--- src/rtl/keypad4x4_scan.sv ---
// ============================================================================
// Module   : keypad4x4_scan
// Purpose  : 4x4 matrix keypad scanner with debounce and a hex-digit shift value
// Revision : 1.0
// ============================================================================
`default_nettype none

module keypad4x4_scan #(
    parameter int SCAN_DIV       = 15,
    parameter int DEBOUNCE_SCANS = 4,
    parameter int DB_W           = 3
) (
    input  logic        clk,
    input  logic        rstn,
    input  logic [3:0]  i_col,
    input  logic        i_clear,
    output logic [3:0]  o_row,
    output logic        o_key_valid,
    output logic [3:0]  o_key_code,
    output logic        o_key_down,
    output logic [31:0] o_value
);

    typedef enum logic [1:0] {
        IDLE     = 2'd0,
        DEBOUNCE = 2'd1,
        PRESSED  = 2'd2,
        RELEASE  = 2'd3
    } state_t;

    logic [3:0]          col_meta;
    logic [3:0]          col_sync;
    logic [SCAN_DIV-1:0] div;
    logic [1:0]          row;
    logic [15:0]         scan_map;
    logic [15:0]         full_map;
    logic                slot_end;
    logic                scan_done;
    logic [4:0]          bit_count;
    logic [3:0]          hit_idx;
    logic                is_none;
    logic                is_single;
    state_t              state;
    logic [3:0]          cand;
    logic [DB_W-1:0]     cnt;
    logic [DB_W-1:0]     cnt_inc;
    logic                cnt_done;
    logic                accept;

    assign slot_end  = &div;
    assign scan_done = slot_end && (row == 2'd3);

    // The current row's columns are merged in so the row-3 slot end sees the whole scan.
    always_comb begin
        full_map = scan_map;
        full_map[{row, 2'b00} +: 4] = ~col_sync;
    end

    always_comb begin
        bit_count = '0;
        hit_idx   = '0;
        for (int i = 0; i < 16; i++) begin
            if (full_map[i]) begin
                bit_count = bit_count + 5'd1;
                hit_idx   = 4'(i);
            end
        end
    end

    assign is_none   = (bit_count == 5'd0);
    assign is_single = (bit_count == 5'd1);
    assign cnt_inc   = cnt + DB_W'(1);
    assign cnt_done  = (cnt_inc == DB_W'(DEBOUNCE_SCANS));
    assign accept    = scan_done && (state == DEBOUNCE) && is_single
                       && (hit_idx == cand) && cnt_done;

    always_ff @(posedge clk or negedge rstn) begin
        if (!rstn) begin
            col_meta <= 4'hF;
            col_sync <= 4'hF;
            div      <= '0;
            row      <= '0;
            o_row    <= 4'b1110;
            scan_map <= '0;
        end else begin
            col_meta <= i_col;
            col_sync <= col_meta;
            div      <= div + SCAN_DIV'(1);
            if (slot_end) begin
                row      <= row + 2'd1;
                o_row    <= ~(4'b0001 << (row + 2'd1));
                scan_map <= (row == 2'd3) ? 16'h0000 : full_map;
            end
        end
    end

    always_ff @(posedge clk or negedge rstn) begin
        if (!rstn) begin
            state       <= IDLE;
            cand        <= '0;
            cnt         <= '0;
            o_key_valid <= 1'b0;
            o_key_code  <= '0;
            o_key_down  <= 1'b0;
            o_value     <= '0;
        end else begin
            o_key_valid <= 1'b0;
            if (i_clear) begin
                o_value <= '0;
            end else if (accept) begin
                o_value <= {o_value[27:0], cand};
            end
            if (accept) begin
                o_key_valid <= 1'b1;
                o_key_code  <= cand;
            end
            if (scan_done) begin
                case (state)
                    IDLE: begin
                        if (is_single) begin
                            state <= DEBOUNCE;
                            cand  <= hit_idx;
                            cnt   <= DB_W'(1);
                        end
                    end
                    DEBOUNCE: begin
                        if (is_single && (hit_idx == cand)) begin
                            cnt <= cnt_inc;
                            if (cnt_done) begin
                                state      <= PRESSED;
                                o_key_down <= 1'b1;
                            end
                        end else begin
                            state <= IDLE;
                        end
                    end
                    PRESSED: begin
                        if (is_none) begin
                            state <= RELEASE;
                            cnt   <= DB_W'(1);
                        end
                    end
                    RELEASE: begin
                        // Any activity, even a multi-key map, counts as the key still held.
                        if (is_none) begin
                            cnt <= cnt_inc;
                            if (cnt_done) begin
                                state      <= IDLE;
                                o_key_down <= 1'b0;
                            end
                        end else begin
                            state <= PRESSED;
                        end
                    end
                    default: state <= IDLE;
                endcase
            end
        end
    end

endmodule

`default_nettype wire

--- config.mk ---
export PLATFORM = sky130hd
export DESIGN_NAME = keypad4x4_scan
export DESIGN_NICKNAME = d
export VERILOG_FILES = /design/src/rtl/keypad4x4_scan.sv
export SDC_FILE = /design/constraint.sdc
export NUM_CORES = 1
export LEC_CHECK = 0
export ABC_AREA = 1
export CAP_MARGIN = 20
export CORE_MARGIN = 2
export CORE_UTILIZATION = 55
export DETAILED_ROUTE_END_ITERATION = 8
export PLACE_DENSITY = 0.76
export SYNTH_ARGS = -nofsm -noshare
export SYNTH_HDL_FRONTEND = slang
export SYNTH_SLANG_ARGS = --single-unit
--- constraint.sdc ---
create_clock -name clk -period 29.1 [get_ports clk]
set_clock_uncertainty 0.15 [all_clocks]
set_input_delay 5.82 -clock clk [delete_from_list [all_inputs] [get_ports clk]]
set_output_delay 5.82 -clock clk [all_outputs]
set_load 0.02 [all_outputs]
==> results.ini, run 1 <==
[cells_and_area]
diodes = 0
final_nets = 900
drive_gt1_frac = 0.0925
syn_to_final_growth_pct = 13.0

[timing]
rsz0062_at_grt = no
slew_viol_final = 0
finalSetupViolCount = 0
tightest_slew_ns = 0.889
min_period_ns = 11.73
finalHoldViolations = 0
max_freq_ghz = 0.0852
post-route-period-util = 0.403
slew_headroom = 0.407
tns_ns = 0

[cts]
tritoncts = built
insertion_delay_ns = 0.36
cts.clk_slew.worst_paths_ns = 0.09
cts.repair.resized = 0
ctsRootBufferMaster = clkbuf_8
cts_max_level = 3
cts_setup_buffers = 0
cts_hold_buf = 0
clock-sinks = 92
clk_path_buf_depth = 2
numCtsBuffers = 9

[routing]
drc = 0
routed_wl_um = 11800
ant_nets = 0
routed-via-count = 5171
via_per_inst = 5.11
routedWlPerCell_um = 11.6
dr.pass1.iters = 5
dr.first_iter.drc_count = 289

[synthesis]
synth_seq_area_share = 0.393
ys_ff_latch = 92
synthFlopType = dfrtp_1
synth_top_area_cell = dfrtp_1
synth_commonest_cells = nand2_1, inv_1, nand3_1
synth_nets = 857
yosysWarnings = 0
synth.top_cell.area_share = 0.344
yosysMostFrequentCell = nand2_1
synthTopCellsByArea = dfrtp_1, nand2_1, nand3_1
synth-edff-count = 0
synth_area_um2 = 5890
synthCells = 828
syn_avg_cell_area_um2 = 7.12
async_flop_share = 1.00
ys_types = 44

[power_and_ir_drop]
ir_drop_v = 0.0000379
leakagePower_uw = 0.00370
cellPowerDensity_nw_per_um2 = 34.9
switchingPower_uw = 63.3
power.share.clock = 0.334
seq_power_share = 0.556
p_int_uw = 169
power_uw = 232
p_sw_frac = 0.272
p_comb_frac = 0.110

[grt]
grt.met3_usage = 0.0418
grtUsageMet1 = 0.285
grt_pass1_vias = 4828
gr-usage-all-layers = 0.219
grt_use_met2 = 0.377
globalRouteOverflowTotal = 0
grt_antenna_before_repair = 0
grt_max_degree = 93
grt_pass1_wl_um = 20900
busiest_layer = met2

[floorplan]
die_h_um = 108
rows = 37
ioPinCount = 49
initial_utilization = 0.568
dieArea_um2 = 11600
die_w_um = 108
design.core.area_um2 = 10400

[placement]
globalplace.congestion = 0.895
io_buffers = 48
hpwl_um = 8930

[critical_path]
start_kind = flop
worst_path_most_repeated_cell = nand2_1
crit_path_max_incr_delay_ns = 0.51
crit_fanout = 37
crit_slowest_cell = dfrtp_1
setup.worst_path.end_class = flop
cp.arrival_ns = 11.88
critPathRequiredTime_ns = 29.25
critPathKind = reg2reg

[worst_hold_path]
hold_class = reg2reg

[flow_run]
cap_violations = 0

[outcome]
status = completed

[cell families after synthesis]
group / share of synthesized area
and+or+nand+nor: 0.374
AOI/OAI and AO/OA: 0.0669
xor gates and xnor gates: 0.0238
adders and majority gates: 0.0467
DFF: 0.393
buffers and inverters: 0.0958
[routing by layer]
metal,part of all wire,wire length (µm),vias up
li1,-,-,2710
met4,0.0081,95,0
met5,0,0,-
met3,0.042,494,10
met1,0.46,5460,2344
met2,0.49,5720,107
[power groups by stage]
| stage | Clock, µW | Sequential (µW) | Combinational [µW] |
|---|---|---|---|
| floorplan | 0 | 132 | 18.0 |
| global placement | 0 | 132 | 23.9 |
| detailed placement | 0 | 132 | 25.2 |
| CTS | 79.8 | 129 | 25.3 |
| global route | 85.6 | 129 | 30.7 |
| finish | 77.5 | 129 | 25.6 |
[layout make-up]
type / instances / area, µm²
Fill cell: 939 / 3710
Multi-Input combinational cell: 594 / 3010
Sequential cell: 92 / 2320
Timing Repair Buffer: 50 / 513
Inverter: 124 / 469
Tap cell: 136 / 170
Clock buffer: 10 / 128
Clock inverter: 6 / 48.8
[worst max-delay path, delay by kind of cell, from the launching register on]
kind | cells | cell delay (ns)
and+or+nand+nor | 36 | 5.17
DFF | 1 | 0.51
adders and majority gates | 15 | 4.15
AOI/OAI and AO/OA | 2 | 0.50
buffers and inverters | 15 | 1.13
[through the flow]
| step | setup WS, ns | area (µm²) | util | cells | hold WS, ns |
|---|---|---|---|---|---|
| floorplan | 18.68 | 5890 | - | 828 | 0.195 |
| global placement | 17.89 | 6450 | 0.622 | 995 | 0.197 |
| detailed placement | 17.42 | 6450 | 0.622 | 995 | 0.197 |
| CTS | 17.38 | 6630 | 0.639 | 1011 | 0.205 |
| global route | 16.31 | 6660 | 0.642 | 1012 | 0.202 |
| finish | 17.37 | 6660 | 0.642 | 1012 | 0.205 |
[final timing paths]
path	startpoint	end	slack, ns	cells after the start
min in group asynchronous	rstn	o_value[12]	5.18	1
min reg2reg	col_meta[0]	col_sync[0]	0.21	0
min	col_meta[0]	col_sync[0]	0.21	0
max	row[0]	o_value[10]	17.37	68
max in group asynchronous	rstn	col_meta[2]	22.94	2
max reg2reg	row[0]	o_value[10]	17.37	68
[sequential cells by signal, summed over array words and instances, names as in the netlist, 2 cells and up]
signal,cells
cand,4
cnt,3
col_meta,4
col_sync,4
div,15
o_key_code,4
o_row,4
o_value,32
row,2
scan_map,16
state,2
[layout by cell type (no fill, tap or decap), types with 2 or more instances in the layout]
cell             instances
a21oi_1                  6
a22oi_1                  4
a31oi_2                  2
buf_4                    2
clkbuf_8                 9
clkdlybuf4s50_1         47
clkinv_1                 2
clkinv_2                 2
clkinvlp_4               2
dfrtp_1                 81
dfstp_2                 11
ha_1                    22
inv_1                  111
inv_2                    9
nand2_1                283
nand2_2                 11
nand3_1                108
nand3_2                  8
nand3b_1                 7
nand4_1                  2
nor2_1                  49
nor2_2                   5
nor2_4                   2
nor3_1                   5
nor4_1                   2
nor4b_1                  2
o21ai_0                 21
o21ai_1                  9
o21ai_2                  2
o31ai_1                 11
o41ai_1                  3
or2_2                    6
xnor2_1                  8
xor2_1                   8
Note: power is estimated with default switching activity, not from simulation.
==> run 2, diff against run 1 <==
clock period = 11.4 ns   (was 29.1 ns; I/O delays follow)
==> run 2 against run 1 <==
First-iteration DRC count grew 22%. Power grew to 2.6 times the previous value. Largest cell class unchanged. Die area is the same. Worst setup slack lost 17 ns. Global-route usage grew 1.2 points. Clock-buffer cell count grew 1. Via count grew 2.4%. Clock power grew to 2.5 times the previous value. Maximum frequency grew 9.6%. Sequential share of layout area shrank 1.3 points. Hold slack lost 0.00093 ns.
==> results.ini, run 2 (same netlist as run 1, synthesis figures left out) <==
[cells_and_area]
reg_top3 = o_value (32), scan_map (16), div (15)
regMostFlops = o_value
final_nets = 919
diodes = 0
multi_input_area_um2 = 3110
fin_area_um2 = 6920
drive_gt1_frac = 0.130
mostFrequentLayoutCells = nand2_1, inv_1, nand3_1, dfrtp_1
ff_latch_area_um2 = 2320
n_fill_cell = 890
final_common_cell = nand2_1
syn_to_final_growth_pct = 17.5
largest_register_ffs = 32

[routing]
dr.pass1.iters = 5
routed_wl_um = 12800
ant_nets = 0
routedWlPerCell_um = 12.5
drc = 0
via_per_inst = 5.14
dr.first_iter.drc_count = 354
routed-via-count = 5296

[cts]
insertion_delay_ns = 0.37
ctsRootBufferMaster = clkbuf_8
cts_max_level = 3
cts.clk_slew.worst_paths_ns = 0.09
clk_path_buf_depth = 2
clock-sinks = 92
tritoncts = built
numCtsBuffers = 9

[placement]
hpwl_um = 9160
globalplace.congestion = 0.892
dpl_cell_area_um2 = 6470
io_buffers = 48

[floorplan]
initial_utilization = 0.568
die_w_um = 108
dieArea_um2 = 11600
die_h_um = 108
rows = 37
design.core.area_um2 = 10400
ioPinCount = 49

[power_and_ir_drop]
power_uw = 594
cellPowerDensity_nw_per_um2 = 85.8
ir_drop_v = 0.0000781
leakagePower_uw = 0.00379

[critical_path]
crit_path_max_incr_delay_ns = 0.45
setup.worst_path.end_class = flop
crit_fanout = 7
critPathKind = reg2reg
cp.arrival_ns = 10.87
crit_slowest_cell = dfrtp_1
critPathRequiredTime_ns = 11.57
worst_path_most_repeated_cell = nand2_1
critPathBufInv = 18
start_kind = flop
crit_family = simple AND/OR/NAND/NOR gates

[grt]
grt_antenna_before_repair = 0
gr-usage-all-layers = 0.231
grt_pass1_wl_um = 21900
grt_max_degree = 63
grt_pass1_vias = 4943
globalRouteOverflowTotal = 0

[timing]
finalHoldViolations = 0
slew_viol_final = 0
slew_headroom = 0.387
tightest_slew_ns = 0.918
max_freq_ghz = 0.0934
finalSetupViolCount = 0
post-route-period-util = 0.939
min_period_ns = 10.71

[flow_run]
cap_violations = 0

[outcome]
status = completed

[worst_hold_path]
hold_class = reg2reg

[run 2: changes by cell type in the layout (fill, tap and decap cells not counted), sizes merged]
| cell | delta |
|---|---|
| nand2 | +1 |
| clkinv | -3 |
| clkinvlp | +2 |
| nor2 | +1 |
| buf | +15 |
| clkbuf | +3 |
[run 2: final timing paths]
kind / slack, ns / start / to / cells past startpoint
worst min-delay path: 0.20 / col_meta[0] / col_sync[0] / 0
worst max register to register: 0.69 / row[1] / o_value[9] / 71
worst max-delay path: 0.69 / row[1] / o_value[9] / 71
min in group asynchronous: 1.67 / rstn / o_value[8] / 1
worst min register to register: 0.20 / col_meta[0] / col_sync[0] / 0
max in group asynchronous: 8.27 / rstn / row[0] / 2
[run 2: report_power, final]
part           switching [µW]  internal (µW)  total [µW]
combinational            45.8           22.2        68.0
clock                     116           80.1         196
sequential               1.25            329         330
total                     163            431         594
[run 2: metrics by stage]
| step | util | setup slack (ns) | setup TNS (ns) | instances | hold slack, ns |
|---|---|---|---|---|---|
| finish | 0.668 | 0.693 | 0 | 1031 | 0.204 |
| global route | 0.668 | -0.0714 | -1.10 | 1031 | 0.206 |
| CTS | 0.642 | 0.00628 | 0 | 1014 | 0.207 |
| detailed placement | 0.624 | -0.105 | -2.33 | 997 | 0.197 |
| global placement | 0.624 | 0.369 | 0 | 997 | 0.196 |
| floorplan | - | 0.976 | 0 | 828 | 0.195 |
[run 2: worst register-to-register path: cells and delay by family, from the launching register on]
| family | cells | cell delay (ns) |
|---|---|---|
| compound gates | 2 | 0.34 |
| buf+inv | 18 | 1.20 |
| flops | 1 | 0.45 |
| simple gates | 36 | 4.65 |
| fa+ha+maj | 15 | 3.88 |
[run 2: what timing repair did]
item | CTS | global route
pin swaps | 1 | 9
gates resized for setup | 1 | 26
hold buffers | 0 | 0
endpoints found under the setup margin | 34 | 47
endpoints found under the hold margin | 0 | 0
gates cloned | 1 | 3
buffers inserted | 0 | 14
[run 2: area by class of cell]
| type | count | share of cell area |
|---|---|---|
| multi-input combinational | 596 | 0.449 |
| sequential | 92 | 0.335 |
| timing repair buffer | 67 | 0.0983 |
| inverter | 124 | 0.0687 |
| tap | 136 | 0.0246 |
| clock buffer | 11 | 0.0190 |
| clock inverter | 5 | 0.00560 |
[run 2: metal layers]
| layer | track usage | vias up | wire length, µm | part of all wire |
|---|---|---|---|---|
| li1 | - | 2744 | - | - |
| met1 | 0.302 | 2436 | 5880 | 0.46 |
| met2 | 0.394 | 98 | 6340 | 0.49 |
| met3 | 0.0478 | 18 | 485 | 0.038 |
| met4 | 0.0531 | 0 | 138 | 0.011 |
| met5 | 0 | - | 0 | 0 |
==> run 3, diff against run 2 <==
CORE_UTILIZATION = 59   (was 55)
GPL_TIMING_DRIVEN = 0   (was not set)
PLACE_DENSITY = 0.81   (was 0.76)
clock period = 11.39 ns   (was 11.4 ns; I/O delays follow)
==> run 3 against run 2 <==
Combinational power grew 8.8%. Cell count up 1.3%. Register-to-register slack lost 0.11 ns. Global-route usage increased by 0.91 points. Flip-flop and latch count stayed put. Wire length increased by 2.3%. Largest power group unchanged. Critical path depth down 2. Die area decreased by 6.5%.
==> results.ini, run 3 (same netlist as run 1, synthesis figures left out) <==
[outcome]
status = completed

[routing]
dr.pass1.iters = 6
wl_met3_um = 593
routedWlPerCell_um = 12.6
top_layer = met4
ant_nets = 0
drc = 0
dr.first_iter.drc_count = 266
routed_wl_um = 13100
route.met2.wl_um = 6760
m1WireLength_um = 5680
via_per_inst = 5.24
routed-via-count = 5473

[cts]
tritoncts = built
cts_max_level = 3
ctsRootBufferMaster = clkbuf_8
clock-sinks = 92
cts.clk_slew.worst_paths_ns = 0.08
clk_path_buf_depth = 2
insertion_delay_ns = 0.36
numCtsBuffers = 9

[cells_and_area]
largest_register_ffs = 32
diodes = 0
syn_to_final_growth_pct = 18.8
final_common_cell = nand2_1
utilization = 0.719
drive_gt1_frac = 0.141
regMostFlops = o_value
n_fill_cell = 803
reg_top3 = o_value (32), scan_map (16), div (15)
mostFrequentLayoutCells = nand2_1, inv_1, nand3_1, dfrtp_1, nor2_1
final_nets = 935

[floorplan]
die_w_um = 104
dieArea_um2 = 10800
design.core.area_um2 = 9730
initial_utilization = 0.606
rows = 36
die_h_um = 104
ioPinCount = 49

[placement]
globalplace.congestion = 0.845
io_buffers = 48
hpwl_um = 9680

[grt]
grt_pass1_wl_um = 22000
gr-usage-all-layers = 0.240
globalRouteOverflowTotal = 0
grt_max_degree = 72
grt_pass1_vias = 5011
grt_antenna_before_repair = 0

[critical_path]
r2r-start = row[0]
crit_fanout = 11
start_kind = flop
r2r_setup_slack_ns = 0.59
crit_slowest_cell = dfrtp_2
critPathRequiredTime_ns = 11.54
r2r_end = o_value[24]
worst_path_most_repeated_cell = ha_1
cp.arrival_ns = 10.95
setup.worst_path.end_class = flop
crit_path_max_incr_delay_ns = 0.45
critPathKind = reg2reg
reg2regPathDepth = 69

[worst_hold_path]
whs_endpoint = col_sync[2]
hold_class = reg2reg
holdPathStages = 0
min_from = col_meta[2]

[flow_run]
cap_violations = 0

[power_and_ir_drop]
cellPowerDensity_nw_per_um2 = 88.9
ir_drop_v = 0.000111
power_uw = 622
leakagePower_uw = 0.00381

[timing]
max_freq_ghz = 0.0926
finalHoldViolations = 0
tightest_slew_ns = 0.649
post-route-period-util = 0.948
slew_viol_final = 0
slew_headroom = 0.563
min_period_ns = 10.80
finalSetupViolCount = 0

-- run 3: cell types whose count changed in the layout (fill, tap and decap cells not counted), moves of 2 or more --
| cell | before | now |
|---|---|---|
| clkbuf_1 | 2 | 10 |
| buf_6 | 0 | 5 |
| nand2_1 | 275 | 270 |
| nand2_2 | 19 | 24 |
| buf_2 | 0 | 4 |
| buf_1 | 0 | 2 |
| buf_12 | 2 | 0 |
| clkbuf_16 | 2 | 0 |
| nor2_2 | 7 | 5 |
-- run 3: worst max-delay path: cells and delay by family, from the launching register on --
family / cells / cell delay [ns]
flip-flops: 1 / 0.45
buffers and inverters: 16 / 1.10
AO/OA/AOI/OAI: 2 / 0.34
adder cells (fa/ha/maj): 15 / 4.01
AND/OR/NAND/NOR: 36 / 4.68
-- run 3: area by class of cell --
cell class	count	area [µm²]	area share
buffer	18	98.8	0.0141
tap	133	166	0.0238
multi-input combinational	595	3110	0.444
timing repair buffer	66	641	0.0915
sequential	92	2320	0.331
clock buffer	11	131	0.0188
clock inverter	5	61.3	0.00876
inverter	124	475	0.0679
-- run 3: metal layers --
| metal | track usage | up-vias |
|---|---|---|
| li1 | - | 2774 |
| met1 | 0.310 | 2565 |
| met2 | 0.429 | 120 |
| met3 | 0.0426 | 14 |
| met4 | 0.0396 | 0 |
| met5 | 0 | - |
-- run 3: where the power goes --
| part | total, µW | leakage [µW] | internal, µW | switching, µW |
|---|---|---|---|---|
| combinational | 74.0 | 0.00250 | 25.8 | 48.2 |
| sequential | 330 | 0.00123 | 329 | 1.30 |
| clock | 218 | 0.0000862 | 102 | 115 |
| total | 622 | 0.00381 | 457 | 165 |
-- run 3: timing repair --
| action | 4_1_cts | 5_1_grt |
|---|---|---|
| gates resized for setup | 2 | 34 |
| cloned | 0 | 3 |
| hold endpoints to repair | 0 | 0 |
| endpoints found under the setup margin | 31 | 47 |
| buffers inserted | 0 | 15 |
| hold buffers | 0 | 0 |
| pin swaps | 0 | 7 |
-- run 3: worst max path at each step --
stage	start	endpoint	slack, ns	depth (start not counted)
finish	row[0]	o_value[24]	0.59	69
detailed placement	row[0]	o_value[24]	-0.08	69
global placement	row[0]	o_value[19]	0.25	69
floorplan	row[0]	o_value[30]	0.97	69
CTS	row[0]	o_value[19]	0.09	69
global route	row[0]	o_value[19]	-0.11	70
-- run 3: metrics by stage --
step	worst slack [ns]	area, µm²	TNS [ns]	hold WS (ns)	instances
after floorplan	0.966	5890	0	0.195	828
after global placement	0.248	6540	0	0.196	1009
after detailed placement	-0.0810	6570	-1.40	0.197	1010
after CTS	0.0930	6760	0	0.209	1026
after global routing	-0.113	7000	-2.60	0.214	1044
final	0.587	7000	0	0.209	1044
